`src/rtl/keypad_pkg.sv`:
```
// Shared types and helpers for the 4x4 keypad scan controller.
//   scan_state_e : scan FSM states
//   KEY_MAP      : hex code for each (row, column) position
//   key_code     : (row index, column index) -> hex code
//   single_low   : true when exactly one active-low row is asserted
//   low_row      : index of the asserted row in a single-low pattern
//   col_drive    : one-hot-low column drive for a column index
//   max_u        : unsigned maximum, used for counter sizing
package keypad_pkg;

    localparam int unsigned ROWS   = 4;
    localparam int unsigned COLS   = 4;
    localparam int unsigned IDX_W  = 2;
    localparam int unsigned CODE_W = 4;

    typedef enum logic [1:0] {
        SCAN     = 2'd0,
        DEBOUNCE = 2'd1,
        PRESSED  = 2'd2,
        RELEASE  = 2'd3
    } scan_state_e;

    // Indexed [row][column]
    localparam logic [CODE_W-1:0] KEY_MAP [ROWS][COLS] = '{
        '{4'h1, 4'h2, 4'h3, 4'hA},
        '{4'h4, 4'h5, 4'h6, 4'hB},
        '{4'h7, 4'h8, 4'h9, 4'hC},
        '{4'hE, 4'h0, 4'hF, 4'hD}
    };

    function automatic logic [CODE_W-1:0] key_code(input logic [IDX_W-1:0] row,
                                                   input logic [IDX_W-1:0] col);
        return KEY_MAP[row][col];
    endfunction

    function automatic logic single_low(input logic [ROWS-1:0] rows);
        int unsigned n;
        n = 0;
        for (int i = 0; i < int'(ROWS); i++) begin
            if (!rows[i]) n++;
        end
        return (n == 1);
    endfunction

    function automatic logic [IDX_W-1:0] low_row(input logic [ROWS-1:0] rows);
        logic [IDX_W-1:0] idx;
        idx = '0;
        for (int i = 0; i < int'(ROWS); i++) begin
            if (!rows[i]) idx = IDX_W'(i);
        end
        return idx;
    endfunction

    function automatic logic [COLS-1:0] col_drive(input logic [IDX_W-1:0] col);
        return ~(COLS'(1) << col);
    endfunction

    function automatic int unsigned max_u(input int unsigned a, input int unsigned b);
        return (a > b) ? a : b;
    endfunction

endpackage

```
`src/rtl/keyscan_timer.sv`:
```
// Loadable up-counter with terminal-count flag, shared by the settle and
// debounce phases. Counts from 0 and saturates at limit (never wraps).
//   int_osc : clock
//   reset   : asynchronous active-high reset (count = 0)
//   clear   : synchronous load of 0
//   limit   : terminal count value
//   done_c  : combinational flag, count == limit
module keyscan_timer #(
    parameter int unsigned WIDTH = 2
) (
    input  logic             int_osc,
    input  logic             reset,
    input  logic             clear,
    input  logic [WIDTH-1:0] limit,
    output logic             done_c
);

    logic [WIDTH-1:0] count;

    // Saturating counter
    always_ff @(posedge int_osc or posedge reset) begin
        if (reset) begin
            count <= '0;
        end else if (clear) begin
            count <= '0;
        end else if (count != limit) begin
            count <= count + WIDTH'(1);
        end
    end

    assign done_c = (count == limit);

endmodule

```
`src/rtl/keypad_scan_ctrl.sv`:
```
// Scan controller for a 4x4 matrix keypad. Drives one column low at a time,
// samples synchronized rows after a settle time, debounces a single key on
// press and on release, and reports the hex code with a one-cycle strobe.
// SETTLE_CYCLES and DEBOUNCE_CYCLES must both be >= 2.
//   int_osc   : clock
//   reset     : asynchronous active-high reset
//   sync_rows : synchronized rows, active-low
//   cols      : column drives, active-low one-hot
//   key       : hex code of the last accepted key
//   key_valid : one-cycle strobe per accepted press
//   key_held  : high while the accepted key is down or releasing
module keypad_scan_ctrl
    import keypad_pkg::*;
#(
    parameter int unsigned SETTLE_CYCLES   = 4096,
    parameter int unsigned DEBOUNCE_CYCLES = 200000
) (
    input  logic              int_osc,
    input  logic              reset,
    input  logic [ROWS-1:0]   sync_rows,
    output logic [COLS-1:0]   cols,
    output logic [CODE_W-1:0] key,
    output logic              key_valid,
    output logic              key_held
);

    localparam int unsigned CNT_MAX = max_u(SETTLE_CYCLES, DEBOUNCE_CYCLES);
    localparam int unsigned CNT_W   = $clog2(CNT_MAX);

    scan_state_e       state, state_next;
    logic [IDX_W-1:0]  col, col_next;
    logic [IDX_W-1:0]  row, row_next;
    logic [ROWS-1:0]   pattern, pattern_next;
    logic [COLS-1:0]   cols_next;
    logic [CODE_W-1:0] key_next;
    logic              valid_next;
    logic              held_next;

    logic              timer_clear_c;
    logic              timer_done_c;
    logic [CNT_W-1:0]  timer_limit_c;

    keyscan_timer #(
        .WIDTH (CNT_W)
    ) u_timer (
        .int_osc (int_osc),
        .reset   (reset),
        .clear   (timer_clear_c),
        .limit   (timer_limit_c),
        .done_c  (timer_done_c)
    );

    // State and output registers
    always_ff @(posedge int_osc or posedge reset) begin
        if (reset) begin
            state     <= SCAN;
            col       <= '0;
            row       <= '0;
            pattern   <= '1;
            cols      <= 4'b1110;
            key       <= '0;
            key_valid <= 1'b0;
            key_held  <= 1'b0;
        end else begin
            state     <= state_next;
            col       <= col_next;
            row       <= row_next;
            pattern   <= pattern_next;
            cols      <= cols_next;
            key       <= key_next;
            key_valid <= valid_next;
            key_held  <= held_next;
        end
    end

    // Next-state and next-output logic
    always_comb begin
        state_next    = state;
        col_next      = col;
        row_next      = row;
        pattern_next  = pattern;
        key_next      = key;
        valid_next    = 1'b0;
        timer_clear_c = 1'b0;
        timer_limit_c = (state == SCAN) ? CNT_W'(SETTLE_CYCLES - 1)
                                        : CNT_W'(DEBOUNCE_CYCLES - 1);

        case (state)
            SCAN: begin
                if (timer_done_c) begin
                    timer_clear_c = 1'b1;
                    if (single_low(sync_rows)) begin
                        pattern_next = sync_rows;
                        row_next     = low_row(sync_rows);
                        state_next   = DEBOUNCE;
                    end else begin
                        col_next = col + IDX_W'(1);
                    end
                end
            end

            DEBOUNCE: begin
                if (sync_rows != pattern) begin
                    state_next    = SCAN;
                    col_next      = col + IDX_W'(1);
                    timer_clear_c = 1'b1;
                end else if (timer_done_c) begin
                    state_next    = PRESSED;
                    key_next      = key_code(row, col);
                    valid_next    = 1'b1;
                    timer_clear_c = 1'b1;
                end
            end

            // Only the captured row matters; other keys are ignored.
            PRESSED: begin
                timer_clear_c = 1'b1;
                if (sync_rows[row]) begin
                    state_next = RELEASE;
                end
            end

            RELEASE: begin
                if (!sync_rows[row]) begin
                    state_next    = PRESSED;
                    timer_clear_c = 1'b1;
                end else if (timer_done_c) begin
                    state_next    = SCAN;
                    col_next      = col + IDX_W'(1);
                    timer_clear_c = 1'b1;
                end
            end

            default: begin
                state_next    = SCAN;
                timer_clear_c = 1'b1;
            end
        endcase

        held_next = (state_next == PRESSED) || (state_next == RELEASE);
        cols_next = col_drive(col_next);
    end

endmodule

```
`config.mk`:
```
export PLATFORM = sky130hd
export DESIGN_NAME = keypad_scan_ctrl
export DESIGN_NICKNAME = d
export VERILOG_FILES = /design/src/rtl/keypad_pkg.sv /design/src/rtl/keyscan_timer.sv /design/src/rtl/keypad_scan_ctrl.sv
export SDC_FILE = /design/constraint.sdc
export NUM_CORES = 1
export LEC_CHECK = 0
export ABC_CLOCK_PERIOD_IN_PS = 2500
export BUFFER_PORTS_ARGS = -buffer_cell sky130_fd_sc_hd__buf_2
export CAP_MARGIN = 20
export CORE_ASPECT_RATIO = 1.25
export CORE_MARGIN = 2
export CORE_UTILIZATION = 35
export CTS_BUF_LIST = sky130_fd_sc_hd__clkbuf_4 sky130_fd_sc_hd__clkbuf_8
export DETAILED_ROUTE_END_ITERATION = 10
export HOLD_SLACK_MARGIN = 0.15
export SYNTH_ARGS = -nofsm -noshare
export SYNTH_HDL_FRONTEND = slang
export SYNTH_SLANG_ARGS = --single-unit
```
`constraint.sdc`:
```
create_clock -name int_osc -period 2.5 [get_ports int_osc]
set_clock_uncertainty 0.05 [all_clocks]
set_input_delay 0 -clock int_osc [delete_from_list [all_inputs] [get_ports int_osc]]
set_output_delay 0 -clock int_osc [all_outputs]
set_load 0.005 [all_outputs]
```
# After elaboration in Yosys (flattened, before gate mapping)
# Index checks and enable logic that the tools add are counted.
# totals
wordCells	82
ff_bits	38
input_bits	6
# op_classes
n_mux	46
shift	1
order_cmp	3
eq_ne	9
bitwise	4
reduce_logical	5
n_addsub	5
# op_table
op	count
two-way mux 32 bit	11
adder 32 x 1 -> 32 bit (second input constant)	3
two-way mux 18 bit	3
binary-select mux 16 bit (select 2 bit)	1
== test 32 x 1 -> 1 bit (second input constant)	1
two-way mux 16 bit	2
two-way mux 2 bit	14
adder 18 x 1 -> 18 bit (second input constant)	1
== test 18 bit	1
!= test 18 bit	1
binary-select mux 4 bit (select 2 bit)	1
== test 2 bit (second input constant)	4
two-way mux 1 bit	8
two-way mux 4 bit	2
one-hot mux 2 bit (4 select lines)	1
greater-or-equal comparator 3 bit (second input constant)	2
NOT 2 -> 3 bit	2
one-hot mux 2 bit (3 select lines)	1
AND reduction 3 bit	2
!= test 4 bit	1
NOT 4 bit	1
one-hot mux 1 bit (4 select lines)	1
left shift 1 x 2 -> 4 bit (first input constant)	1
less-than comparator 2 x 3 -> 1 bit (second input constant)	1
7 further kinds	7

# Longest topological paths before layout
# depth
depth_word	23
ltp_mapped	11

# Cells and area by module
# A second synthesis with hierarchy kept.
# hier_totals
hier_cells	310
area_unflattened_um2	2857.7
# modules_own_cells
mod	area_per_inst_um2	n_inst	seq_area_each_um2	cells_each
keyscan_timer	1627.8	1	450.4	190
keypad_scan_ctrl	1229.9	1	509.2	120

# Worst setup path after synthesis
# No wires, ideal clock.
# synth_path
kind	input to register
start	input sync_rows[0]
end	register col[1]
path_stages	9
slack_ps	199
setup_time_ps	126
path_buffers	0
t_arrival_ps	2124
cell_sequence	inv_1 -> ha_1 -> xnor2_1 -> ha_1 -> or4b_1 -> a2bb2oi_1 -> a31oi_4 -> and3b_1 -> a311o_1
# synth_between
elab_chain_cells	19
# synth_rtl
element	line_no	rtl
start, declared	keypad_scan_ctrl.sv:20	input logic [ROWS-1:0] sync_rows,
two-way mux 1 bit	keypad_pkg.sv:40	if (!rows[i]) n++;
two-way mux 32 bit	keypad_scan_ctrl.sv:90	if (timer_done_c) begin
two-way mux 32 bit	keypad_scan_ctrl.sv:88	case (state)
adder 32 x 1 -> 32 bit	keypad_pkg.sv:40	
two-way mux 32 bit	keypad_pkg.sv:40	
two-way mux 32 bit	keypad_scan_ctrl.sv:90	
two-way mux 32 bit	keypad_scan_ctrl.sv:88	
adder 32 x 1 -> 32 bit	keypad_pkg.sv:40	
[4 not listed]	n/a	
two-way mux 32 bit	keypad_pkg.sv:40	
two-way mux 32 bit	keypad_scan_ctrl.sv:90	
two-way mux 32 bit	keypad_scan_ctrl.sv:88	
== test 32 x 1 -> 1 bit	keypad_pkg.sv:42	return (n == 1);
two-way mux 2 bit	keypad_scan_ctrl.sv:92	if (single_low(sync_rows)) begin
two-way mux 2 bit	keypad_scan_ctrl.sv:90	
one-hot mux 2 bit (3 select lines) *	keypad_scan_ctrl.sv:88	
via col_next[1]	keypad_scan_ctrl.sv:31	logic [IDX_W-1:0] col, col_next;
end signal, assigned	keypad_scan_ctrl.sv:66	col <= col_next;
end, declared	keypad_scan_ctrl.sv:31	
# The timed path passes the listed nets; every way through them passes the cells marked *. The select of a mux whose other input is x is not followed.
# A chain may end at the register's enable or synchronous reset.

# Worst setup path in the final report
# layout_path
start	register u_timer.count[16]
end	register row[0]
# layout_between
elab_chain_cells	2
# layout_rtl
element	line_no	rtl
start, declared	keyscan_timer.sv:18	logic [WIDTH-1:0] count;
start signal, assigned	keyscan_timer.sv:27	count <= count + WIDTH'(1);
== test 18 bit	keyscan_timer.sv:31	assign done_c = (count == limit);
AND reduction 3 bit (no line)	n/a	
end signal, assigned	keypad_scan_ctrl.sv:67	row <= row_next;
end, declared	keypad_scan_ctrl.sv:32	logic [IDX_W-1:0] row, row_next;
# Every way passes these cells.

==> metrics.yaml <==
run_status:
  outcome: "finished, final reports clean"
sta:
  max_freq_mhz: 453
  worst_pin_slew_ns: 0.489
  fin_ws_ns: 0.293
  setup_violations: 0
  period_share: 0.883
  maxSlewHeadroom: 0.674
  setup_total_negative_slack_ns: 0
  finalHoldViolations: 0
  timing_max_transition_violations_final: 0
  unrepaired_setup_endpoints_after_global_routing: "no"
  layout_min_cycle_time_ns: 2.21
yosys:
  synth_area_leaders: "dfrtp_1 (34%), dfstp_2 (8.4%), mux2_1 (4.6%)"
  ys_dominant_reg_cell: "dfrtp_1"
  synth.distinct_cells: 55
  post_synth.cell_area_avg_um2: 10.3
  synth_most_common_cell: "dfrtp_1"
  synth_common_cells: "dfrtp_1 (30), nor2_1 (20), a21oi_1 (14), inv_1 (12), xnor2_1 (11)"
  synth_async_sr_flop_share: 1.00
  postSynthNetCount: 223
  seq_area_frac_synth: 0.428
  post_synth_inst_count: 213
  synth-warning-count: 0
  synth.ff_latch_count: 37
  netlist.area_leader.share: 0.344
  synth_edf_count: 0
  synth.largest_area_cell: "dfrtp_1"
  synth_area_mm2: 0.00218
clock_network:
  clk-insertion-delay-late_ns: 0.30
  holdBufCountCts: 5
  cts_inserted_buffers: 5
  tritoncts: "done"
  post_cts.resized_instances: 0
  clock_transition_at_the_register_clock_pins_on_the_worst_setup_and_hold_paths_after_cts_ns: 0.07
  clk_root_buffer_cell: "clkbuf_8"
  clock_tree.buffer_depth: 2
  cts_setup_buffers: 0
  cts_max_level: 2
  clock_sinks: 37
critical_path:
  critical_path.startpoint_type: "flip-flop"
  cp.required_ns: 2.63
  r2r_cells: 5
  r2r_slack_ns: 0.29
  regToRegEndpoint: "row[0]$_DFFE_PP0P_"
  kind_of_capture_point_of_the_worst_setup_path: "flip-flop"
  setup.worst_path.class: "reg2reg"
  crit-reg2reg-launch: "u_timer.count[16]$_DFFE_PP0P_"
  worst-path-max-fanout: 7
  crit_arrival_ns: 2.34
power_and_ir_drop:
  p_leak_nw: 1.13
  power_per_cell_area_mw_per_mm2: 623
  peakVddDrop_v: 0.000242
routing:
  post-route-drc-count: 0
  antenna_violating_nets_post_route: 0
  firstDrtPassIters: 4
  routed_via_density: 5.17
  routed_wirelength_mm: 4.38
  drt_first_iter_violations: 52
  via_count: 1710
  wl_per_cell_um: 13.2
die:
  num_io_pins: 16
  dieWidth_um: 74.7
  floorplan.initialDensity: 0.359
  num_rows: 32
  coreArea_mm2: 0.00609
  floorplan.die.height_um: 92.3
  dieArea_mm2: 0.00689
hold_path:
  hold-path-cell-count: 4
  hold_path_end: "row[0]$_DFFE_PP0P_"
  hp-start: "sync_rows[1]"
  hold_class: "in2reg"
layout:
  nets: 255
  layout-area-overhead-vs-synth_pct: 18.0
  num-fill-cells: 618
  drive_above_1_share: 0.232
  insertedDiodeCount: 0
grt:
  grt_max_degree: 38
  grt_overflow: 0
  vias_in_the_first_global_route: 1633
  grtUsageTotal: 0.146
  grt_first_pass_wirelength_mm: 7.83
  initial_antenna_violation_count: 0
placement:
  place.detailed.hpwl_mm: 3.10
  gp_congestion: 0.718
  port_buffers: 15
  pre_cts_ws_ns: -0.0351
run:
  maxcap_violations: 0
worst max-delay path, stage by stage (launching register included):
cell and delay (ns):
dfrtp_1 0.43, or3b_1 0.41, nor4b_4 0.25, o211a_1 0.24, and3_1 0.35, mux2_1 0.36
logic make-up (layout without fill, tap and decap cells):
group | count (synthesis) | after routing | synth area share
flops | 37 | 37 | 0.428
simple gates | 76 | 76 | 0.204
compound gates | 46 | 46 | 0.159
buf+inv | 19 | 52 | 0.0424
xor+xnor | 16 | 16 | 0.0641
fa+ha+maj | 4 | 4 | 0.0229
mux | 15 | 15 | 0.0796
layout make-up:
type / count / area (µm²) / share of cell area
well taps: 85 / 106 / 0.0412
flip-flops and latches: 37 / 935 / 0.362
multi-input cells: 157 / 1160 / 0.449
inverters: 12 / 45.0 / 0.0175
repair buffers: 32 / 215 / 0.0835
clock buffers: 7 / 90.1 / 0.0349
clock inverters: 1 / 30.0 / 0.0116
cells in the final DEF, fill, tap and decap left out, drive strengths merged, types with 2 or more instances in the layout:
cell and instances:
a21oi 14, a221oi 2, a31oi 3, and3 3
and3b 2, buf 27, clkbuf 7, dfrtp 30
dfstp 7, dlygate4sd3 5, ha 4, inv 12
mux2 9, mux2i 5, nand2 9, nand2b 2
nand3 9, nand4 5, nor2 22, nor2b 2
nor4b 3, o2111ai 2, o21ai 8, o31ai 5
or2 3, or3 6, or4 5, xnor2 11
xor2 5
state kept, by name (all words and copies together) (netlist names), named ones only:
signal / flops
cols: 4
row: 2
key: 4
key_valid: 1
pattern: 4
col: 2
u_timer.count: 18
how the worst max path moves through the flow:
stage	slack [ns]	from	to	cells after the start
floorplan	0.20	sync_rows[0]	col[1]$_DFF_PP0_	9
global placement	0.03	sync_rows[0]	row[0]$_DFFE_PP0P_	10
detailed placement	-0.04	sync_rows[0]	row[0]$_DFFE_PP0P_	10
CTS	0.29	sync_rows[0]	row[0]$_DFFE_PP0P_	10
global route	0.16	flip-flop	row[0]$_DFFE_PP0P_	5
finish	0.29	u_timer.count[16]$_DFFE_PP0P_	row[0]$_DFFE_PP0P_	5
through the flow:
step	instances	instance area, µm²	hold WS [ns]	util	power (mW)
6_report	331	2580	0.203	0.424	1.61
5_1_grt	331	2580	0.224	0.424	1.71
4_1_cts	331	2580	0.204	0.424	1.63
3_5_place_dp	318	2410	0.0989	0.396	1.06
3_3_place_gp	318	2410	0.0910	0.396	1.05
2_1_floorplan	213	2180	0.0545	-	0.966
per-layer routing:
| layer | track usage | part of all wire | vias to the layer above |
|---|---|---|---|
| li1 | - | - | 844 |
| met1 | 0.191 | 0.45 | 833 |
| met2 | 0.231 | 0.50 | 22 |
| met3 | 0.0326 | 0.020 | 11 |
| met4 | 0.0625 | 0.024 | 0 |
| met5 | 0 | 0 | - |
power breakdown:
group / total [mW] / internal [mW] / switching (mW)
combinational: 0.302 / 0.141 / 0.161
sequential: 0.750 / 0.679 / 0.0707
clock: 0.555 / 0.336 / 0.219
total: 1.61 / 1.16 / 0.451
Note: power is estimated with default switching activity, not from simulation.
